==> src/rtl/holdem_pkg.sv <==
// Shared constants and types for the two-player hold'em board enumerator.
// Latency: n/a (types and constants only).
// Backpressure: n/a.
package holdem_pkg;

    localparam int DECK_SIZE     = 52;
    localparam int BOARD_CARDS   = 5;
    localparam int HOLE_CARDS    = 2;
    localparam int NUM_BOARDS_2P = 1712304;   // C(48,5)

    // Verdict returned by the hand evaluator for one board.
    typedef enum logic [1:0] {
        RES_P1  = 2'b00,
        RES_TIE = 2'b01,
        RES_P2  = 2'b10,
        RES_BAD = 2'b11
    } res_code_e;

    // Card index; wide enough for any deck of up to 63 cards.
    typedef logic [5:0] card_idx_t;

    typedef enum logic [2:0] {
        ST_IDLE,
        ST_CHECK,
        ST_ISSUE,
        ST_DRAIN,
        ST_DONE
    } sched_state_e;

endpackage

==> src/rtl/next_free_card.sv <==
// Finds the lowest card index >= from_idx that is not excluded.
// Latency: purely combinational.
// Backpressure: none.
// Ports: excl (excluded-card mask), from_idx (search start),
//        idx (result, 0 when not found), found (a free card exists).
module next_free_card
    import holdem_pkg::*;
#(
    parameter int DECK = DECK_SIZE
) (
    input  logic [DECK-1:0] excl,
    input  card_idx_t       from_idx,
    output card_idx_t       idx,
    output logic            found
);

    // Scanning from the top down lets the last hit be the lowest match.
    always_comb begin
        idx   = '0;
        found = 1'b0;
        for (int i = DECK - 1; i >= 0; i--) begin
            if (!excl[i] && (i >= int'(from_idx))) begin
                idx   = card_idx_t'(i);
                found = 1'b1;
            end
        end
    end

endmodule

==> src/rtl/board_enum_scheduler.sv <==
// Enumerates every 5-card board from the cards not held by either player, issues each to the evaluator, tallies verdicts.
// Latency: start -> busy +1 cycle, first eval_valid +2 cycles; then up to one board per cycle.
// Backpressure: eval_valid holds with a stable board until eval_ready; new requests stall while MAX_OUT are outstanding.
// Ports: clock/reset_n; start, hole1, hole2 (run request); busy, done, err (status);
//        eval_valid/eval_ready/eval_board (board request); res_valid/res_code (verdicts);
//        p1_wins, ties, p2_wins, total (verdict counters).
module board_enum_scheduler
    import holdem_pkg::*;
#(
    parameter int DECK    = DECK_SIZE,   // 9..63
    parameter int CNT_W   = 32,
    parameter int MAX_OUT = 4            // 1..15
) (
    input  logic             clock,
    input  logic             reset_n,
    input  logic             start,
    input  logic [DECK-1:0]  hole1,
    input  logic [DECK-1:0]  hole2,
    output logic             busy,
    output logic             done,
    output logic             err,
    output logic             eval_valid,
    input  logic             eval_ready,
    output logic [DECK-1:0]  eval_board,
    input  logic             res_valid,
    input  logic [1:0]       res_code,
    output logic [CNT_W-1:0] p1_wins,
    output logic [CNT_W-1:0] ties,
    output logic [CNT_W-1:0] p2_wins,
    output logic [CNT_W-1:0] total
);

    localparam logic [3:0] MAX_OUT_V = 4'(MAX_OUT);

    // Reset asserts asynchronously but is released on a clock edge.
    logic [1:0] rst_pipe;
    logic       rst_n_int;

    always_ff @(posedge clock or negedge reset_n) begin
        if (!reset_n) rst_pipe <= 2'b00;
        else          rst_pipe <= {rst_pipe[0], 1'b1};
    end
    assign rst_n_int = rst_pipe[1];

    sched_state_e    state, state_nxt;
    logic [DECK-1:0] h1, h2, excl;
    card_idx_t       c   [BOARD_CARDS];
    card_idx_t       nc  [BOARD_CARDS];
    card_idx_t       top [BOARD_CARDS];
    logic [3:0]      outstanding, out_nxt;
    logic [DECK-1:0] board;
    logic [2:0]      sel;
    logic            has_succ, load, holes_ok, load_c;
    logic            hs, start_acc, res_ok, cnt_ok, res_bad;
    card_idx_t       from0, from1, from2, from3, from4;
    card_idx_t       nf0, nf1, nf2, nf3, nf4;
    logic            f0, f1, f2, f3, f4;

    assign excl      = h1 | h2;
    assign load      = (state == ST_CHECK);
    assign start_acc = start && (state == ST_IDLE);
    assign hs        = eval_valid && eval_ready;
    // outstanding only grows through a handshake, so once eval_valid rises it
    // cannot be pulled down by the cap before the board is taken.
    assign eval_valid = (state == ST_ISSUE) && (outstanding < MAX_OUT_V);
    assign eval_board = (state == ST_ISSUE) ? board : '0;
    assign busy       = (state == ST_CHECK) || (state == ST_ISSUE) || (state == ST_DRAIN);

    assign res_ok  = res_valid && ((state == ST_ISSUE) || (state == ST_DRAIN)) && (outstanding != '0);
    assign cnt_ok  = res_ok && (res_code_e'(res_code) != RES_BAD);
    assign res_bad = res_valid && !cnt_ok;

    assign holes_ok = ($countones(h1) == HOLE_CARDS) && ($countones(h2) == HOLE_CARDS) &&
                      ((h1 & h2) == '0) && f0 && f1 && f2 && f3 && f4;

    // top[k] is the highest value slot k can ever hold: the five highest free cards.
    always_comb begin
        int n;
        n = 0;
        for (int k = 0; k < BOARD_CARDS; k++) top[k] = '0;
        for (int i = DECK - 1; i >= 0; i--) begin
            if (!excl[i] && (n < BOARD_CARDS)) begin
                top[BOARD_CARDS - 1 - n] = card_idx_t'(i);
                n++;
            end
        end
    end

    // The slot to advance is the highest one not yet at its ceiling.
    always_comb begin
        sel      = '0;
        has_succ = 1'b0;
        for (int k = 0; k < BOARD_CARDS; k++) begin
            if (c[k] != top[k]) begin
                sel      = 3'(k);
                has_succ = 1'b1;
            end
        end
    end

    // Slot k searches above its own value when it is the advancing slot, and
    // above the freshly chosen slot k-1 when refilling. In CHECK every slot
    // refills, which yields the five lowest free cards.
    assign from0 = load ? '0 : c[0] + 6'd1;
    assign from1 = (load || sel < 3'd1) ? nf0 + 6'd1 : c[1] + 6'd1;
    assign from2 = (load || sel < 3'd2) ? nf1 + 6'd1 : c[2] + 6'd1;
    assign from3 = (load || sel < 3'd3) ? nf2 + 6'd1 : c[3] + 6'd1;
    assign from4 = (load || sel < 3'd4) ? nf3 + 6'd1 : c[4] + 6'd1;

    next_free_card #(.DECK(DECK)) u_nf0 (.excl(excl), .from_idx(from0), .idx(nf0), .found(f0));
    next_free_card #(.DECK(DECK)) u_nf1 (.excl(excl), .from_idx(from1), .idx(nf1), .found(f1));
    next_free_card #(.DECK(DECK)) u_nf2 (.excl(excl), .from_idx(from2), .idx(nf2), .found(f2));
    next_free_card #(.DECK(DECK)) u_nf3 (.excl(excl), .from_idx(from3), .idx(nf3), .found(f3));
    next_free_card #(.DECK(DECK)) u_nf4 (.excl(excl), .from_idx(from4), .idx(nf4), .found(f4));

    // Slots below the advancing one keep their value.
    always_comb begin
        nc[0] = (!load && sel > 3'd0) ? c[0] : nf0;
        nc[1] = (!load && sel > 3'd1) ? c[1] : nf1;
        nc[2] = (!load && sel > 3'd2) ? c[2] : nf2;
        nc[3] = (!load && sel > 3'd3) ? c[3] : nf3;
        nc[4] = nf4;
    end

    always_comb begin
        board = '0;
        for (int k = 0; k < BOARD_CARDS; k++) board = board | (DECK'(1) << c[k]);
    end

    always_comb begin
        out_nxt = outstanding;
        if (hs && !res_ok)      out_nxt = outstanding + 4'd1;
        else if (!hs && res_ok) out_nxt = outstanding - 4'd1;
    end

    assign load_c = (load && holes_ok) || (hs && has_succ);

    always_ff @(posedge clock or negedge rst_n_int) begin
        if (!rst_n_int) state <= ST_IDLE;
        else            state <= state_nxt;
    end

    always_comb begin
        state_nxt = state;
        case (state)
            ST_IDLE:  if (start) state_nxt = ST_CHECK;
            ST_CHECK: state_nxt = holes_ok ? ST_ISSUE : ST_DONE;
            ST_ISSUE: if (hs && !has_succ) state_nxt = ST_DRAIN;
            // Looking at out_nxt lets done rise the cycle after the last verdict.
            ST_DRAIN: if (out_nxt == '0) state_nxt = ST_DONE;
            ST_DONE:  state_nxt = ST_IDLE;
            default:  state_nxt = ST_IDLE;
        endcase
    end

    always_ff @(posedge clock or negedge rst_n_int) begin
        if (!rst_n_int) begin
            h1          <= '0;
            h2          <= '0;
            for (int k = 0; k < BOARD_CARDS; k++) c[k] <= '0;
            outstanding <= '0;
            p1_wins     <= '0;
            ties        <= '0;
            p2_wins     <= '0;
            total       <= '0;
            done        <= 1'b0;
            err         <= 1'b0;
        end else begin
            if (start_acc) begin
                h1      <= hole1;
                h2      <= hole2;
                p1_wins <= '0;
                ties    <= '0;
                p2_wins <= '0;
                total   <= '0;
                done    <= 1'b0;
                err     <= 1'b0;
            end
            if (load_c) begin
                for (int k = 0; k < BOARD_CARDS; k++) c[k] <= nc[k];
            end
            outstanding <= out_nxt;
            if (cnt_ok) begin
                total <= total + CNT_W'(1);
                case (res_code_e'(res_code))
                    RES_P1:  p1_wins <= p1_wins + CNT_W'(1);
                    RES_TIE: ties    <= ties + CNT_W'(1);
                    RES_P2:  p2_wins <= p2_wins + CNT_W'(1);
                    default: ;
                endcase
            end
            if (res_bad || (load && !holes_ok)) err <= 1'b1;
            if (state != ST_DONE && state_nxt == ST_DONE) done <= 1'b1;
        end
    end

endmodule

==> config.mk <==
export PLATFORM = sky130hd
export DESIGN_NAME = board_enum_scheduler
export DESIGN_NICKNAME = d
export VERILOG_FILES = /design/src/rtl/holdem_pkg.sv /design/src/rtl/next_free_card.sv /design/src/rtl/board_enum_scheduler.sv
export SDC_FILE = /design/constraint.sdc
export NUM_CORES = 2
export LEC_CHECK = 0
export BUFFER_PORTS_ARGS = -buffer_cell sky130_fd_sc_hd__buf_2
export CORE_MARGIN = 3
export CORE_UTILIZATION = 38
export CTS_BUF_LIST = sky130_fd_sc_hd__clkbuf_8
export DETAILED_ROUTE_END_ITERATION = 10
export PLACE_DENSITY_LB_ADDON = 0.15
export SLEW_MARGIN = 5
export SYNTH_ARGS = -nofsm -noshare
export SYNTH_HDL_FRONTEND = slang
export SYNTH_SLANG_ARGS = --single-unit
==> constraint.sdc <==
create_clock -name clock -period 8.4 [get_ports clock]
set_input_delay 0.42 -clock clock [delete_from_list [all_inputs] [get_ports clock]]
set_output_delay 0.42 -clock clock [all_outputs]
set_load 0.01 [all_outputs]
==> summary.md <==
| Metric | Value |
|---|---|
| Placed cell area | 0.06585 mm2 |
| Gr ovfl total | 0 |
| CP dominant cell by count | ha_4 |
| Hold Crit Class | in -> reg |
| CTS H-Tree Depth | 2 |
| Antenna Nets Post-Route | 0 |
| Mean Syn Cell Area | 7.168 um2 |
| Clk_lat worst skew | 0.69 ns |
| Largest cells by area after synthesis | dfrtp_1 (16%), nand2_1 (7.8%), nor2_1 (4.9%) |
| Worst path required time | 8.98 ns |
| Clock Skew | 0.05963 ns |
| Met2 routed WL | 109700 um |
| Die ar. | 0.1193 mm2 |
| Vias in the first global route | 59650 |
| Final Slew Violations | 0 |
| Seq cells post-synth | 273 |
| Most common cell after layout, fill and taps aside | buf_4 |
| Clk Tree Root Cell | clkbuf_8 |
| Cell Area, Synth | 0.04376 mm2 |
| Setup crit end kind | flop |
| Top-area cell type share of the netlist area | 0.1561 |
| Util after Layout | 0.6310 |
| Nets@finish | 9172 |
| Critical path class | reg -> reg |
| Drt drc | 0 |
| Post-synth top area cell | dfrtp_1 |
| Vias | 62090 |
| Synth warn | 0 |
| DRT Wirelength | 262700 um |
| Initial antenna violation count | 22 |
| Distinct cell type count after synthesis | 182 |
| Fraction of layout cells with a size suffix above 1 | 0.4373 |
| Routed met1 length | 105700 um |
| Fmax | 20.64 MHz |
| Area growth syn-to-layout | 63.55% |
| Placer Congestion | 1.097 |
| Final setup fails | 35 |
| Minimum clock period | 48.44 ns |
| Reg area | 0.006838 mm2 |
| Slew HR | 0.2223 |
| Critical path buffer and inverter count | 63 |
| Cts bufs inserted | 47 |
| Met3 routed WL | 28570 um |
| Std-Cell Rows | 123 |
| Fillcell total | 10260 |
| Max-Cap Viols | 0 |
| Crit-path max FO | 7 |
| Pin count of the biggest net entering global routing | 158 |
| Clock Tree Buf Depth | 3 |
| Clk sinks | 273 |
| Main synth FF type | dfrtp_1 |
| Initial drt markers | 7001 |
| CTS tree | done |
| Crit start category | flop |
| Failing checks | negative setup slack |
| Die Height | 345.4 um |
| Port Buffer Count | 294 |
| Data arrival time at the worst-slack endpoint | 49.02 ns |
| Max incr delay on CP | 0.50 ns |
| Sequential share of the synthesized area | 0.1561 |
| Final hold viol count | 0 |
| Multi-input gate area | 0.03782 mm2 |
| DP HPWL | 213500 um |
| Final period utilization | 5.767 |
| Asr flop ratio synth | 1.000 |
| Starting Density | 0.3858 |
| First-pass GRT wire length | 381000 um |
| Most frequent cells in the layout | buf_4 (2458), nand2_1 (881), nor2_1 (535) |
| IO Count | 295 |
| Routed len/inst | 25.33 um |
| Clock Pin Slew Worst Setup and Hold Paths | 0.06 ns |
| Final worst slack | -40.04 ns |
| Width of the die | 345.4 um |
| Core area | 0.1134 mm2 |
| Finished Cell Area | 0.07157 mm2 |
| Worst-margin pin slew | 1.167 ns |
| Total track usage | 0.4169 |
| Outcome | complete, but fails checks |
| DRT Pass-1 Iters | 7 |
| Slowest CP cell | or4_4 |
| Mapped Cells | 6105 |
| EDFF count, synth | 0 |
| CP top delay family | compound AO/OA/AOI/OAI gates |
| RSZ-0062 raised after global routing | yes |
| Pre-CTS WS | -41.74 ns |
| DR vias/cell | 5.988 |
| Top sig layer | met5 |
==> flip-flops by register name (all words and copies together) (netlist names) <==
register	flops
outstanding	4
h1	52
c	30
p2_wins	32
p1_wins	32
done	1
state	3
h2	52
total	32
ties	32
err	1
rst_pipe	2
==> logic make-up after synthesis <==
logic type / share of synthesized area
adder cells (fa/ha/maj): 0.08360
flip-flops: 0.1561
AO/OA/AOI/OAI: 0.3255
other: 0.00008569
buffers and inverters: 0.06908
multiplexers: 0.03245
AND/OR/NAND/NOR: 0.3082
XOR/XNOR: 0.02488
==> metrics by stage <==
step           setup TNS [ns]  hold slack, ns  std cells
2_1_floorplan        -1477.74          0.1244       6118
3_3_place_gp         -1414.27          0.2062      10010
3_5_place_dp         -1444.90          0.2092      10010
4_1_cts              -1375.88        0.002142      10260
5_1_grt              -1453.69        0.005821      10360
6_report             -1386.78         0.01049      10370
==> final timing paths <==
check | from | end | slack (ns) | cells past startpoint
setup / recovery | h2[50] | c[7] | -40.04 | 273
hold / removal | res_valid | err | 0.01 | 3
setup reg to reg | h2[50] | c[7] | -40.04 | 273
hold reg to reg | rst_pipe[1] | h2[26] | 0.31 | 0
max in group asynchronous | rst_pipe[1] | ties[16] | 6.54 | 2
min in group asynchronous | reset_n | rst_pipe[1] | 0.09 | 2
==> layout make-up <==
type	count	area share
Inverter	331	0.01825
Clock buffer	60	0.01154
Tap cell	1500	0.02622
Clock inverter	24	0.003636
Sequential cell	273	0.09554
Timing Repair Buffer	2947	0.3160
Multi-Input combinational cell	5221	0.5284
Antenna cell	14	0.0004895
==> cells in the mapped netlist (all sizes together) (62+ instances only) <==
cell    count
a21oi     356
nor2b      63
mux2i      78
dfrtp     273
a31oi     148
and3      113
ha        154
nand3     321
xnor2      62
a32oi      62
o31ai      85
a22oi      99
nand4      85
nand2     920
nor3      192
fa         86
buf       167
inv       325
or2        84
or3        64
nor2      579
nor4       75
o211ai    104
clkbuf    122
o21ai     457
and2       72
a211oi     82
==> timing repair <==
item / 4_1_cts / 5_1_grt
hold endpoints to repair: 77 / 0
pin swaps: 100 / 180
hold buffers: 76 / 0
cloned: 1 / 0
gates resized for setup: 173 / 328
setup buffers: 84 / 103
endpoints found under the setup margin: 35 / 35
==> worst reg2reg max path, delay by kind of cell, from the launching register on <==
| kind | cells | cell delay, ns |
|---|---|---|
| AND/OR/NAND/NOR | 65 | 10.69 |
| XOR/XNOR | 5 | 0.82 |
| flip-flops | 1 | 0.40 |
| adder cells (fa/ha/maj) | 43 | 8.66 |
| multiplexers | 18 | 4.70 |
| buffers and inverters | 63 | 6.19 |
| AO/OA/AOI/OAI | 79 | 16.87 |
==> routing by layer <==
metal,track usage,vias to the layer above
met4,0.2421,12
met1,0.5353,29800
met3,0.1163,796
met5,0.0004002,-
met2,0.6242,3341
li1,-,28150
Power is left out: the tool's default activity adds up to more than one toggle a clock period on the data nets, which glitch-free logic cannot reach.
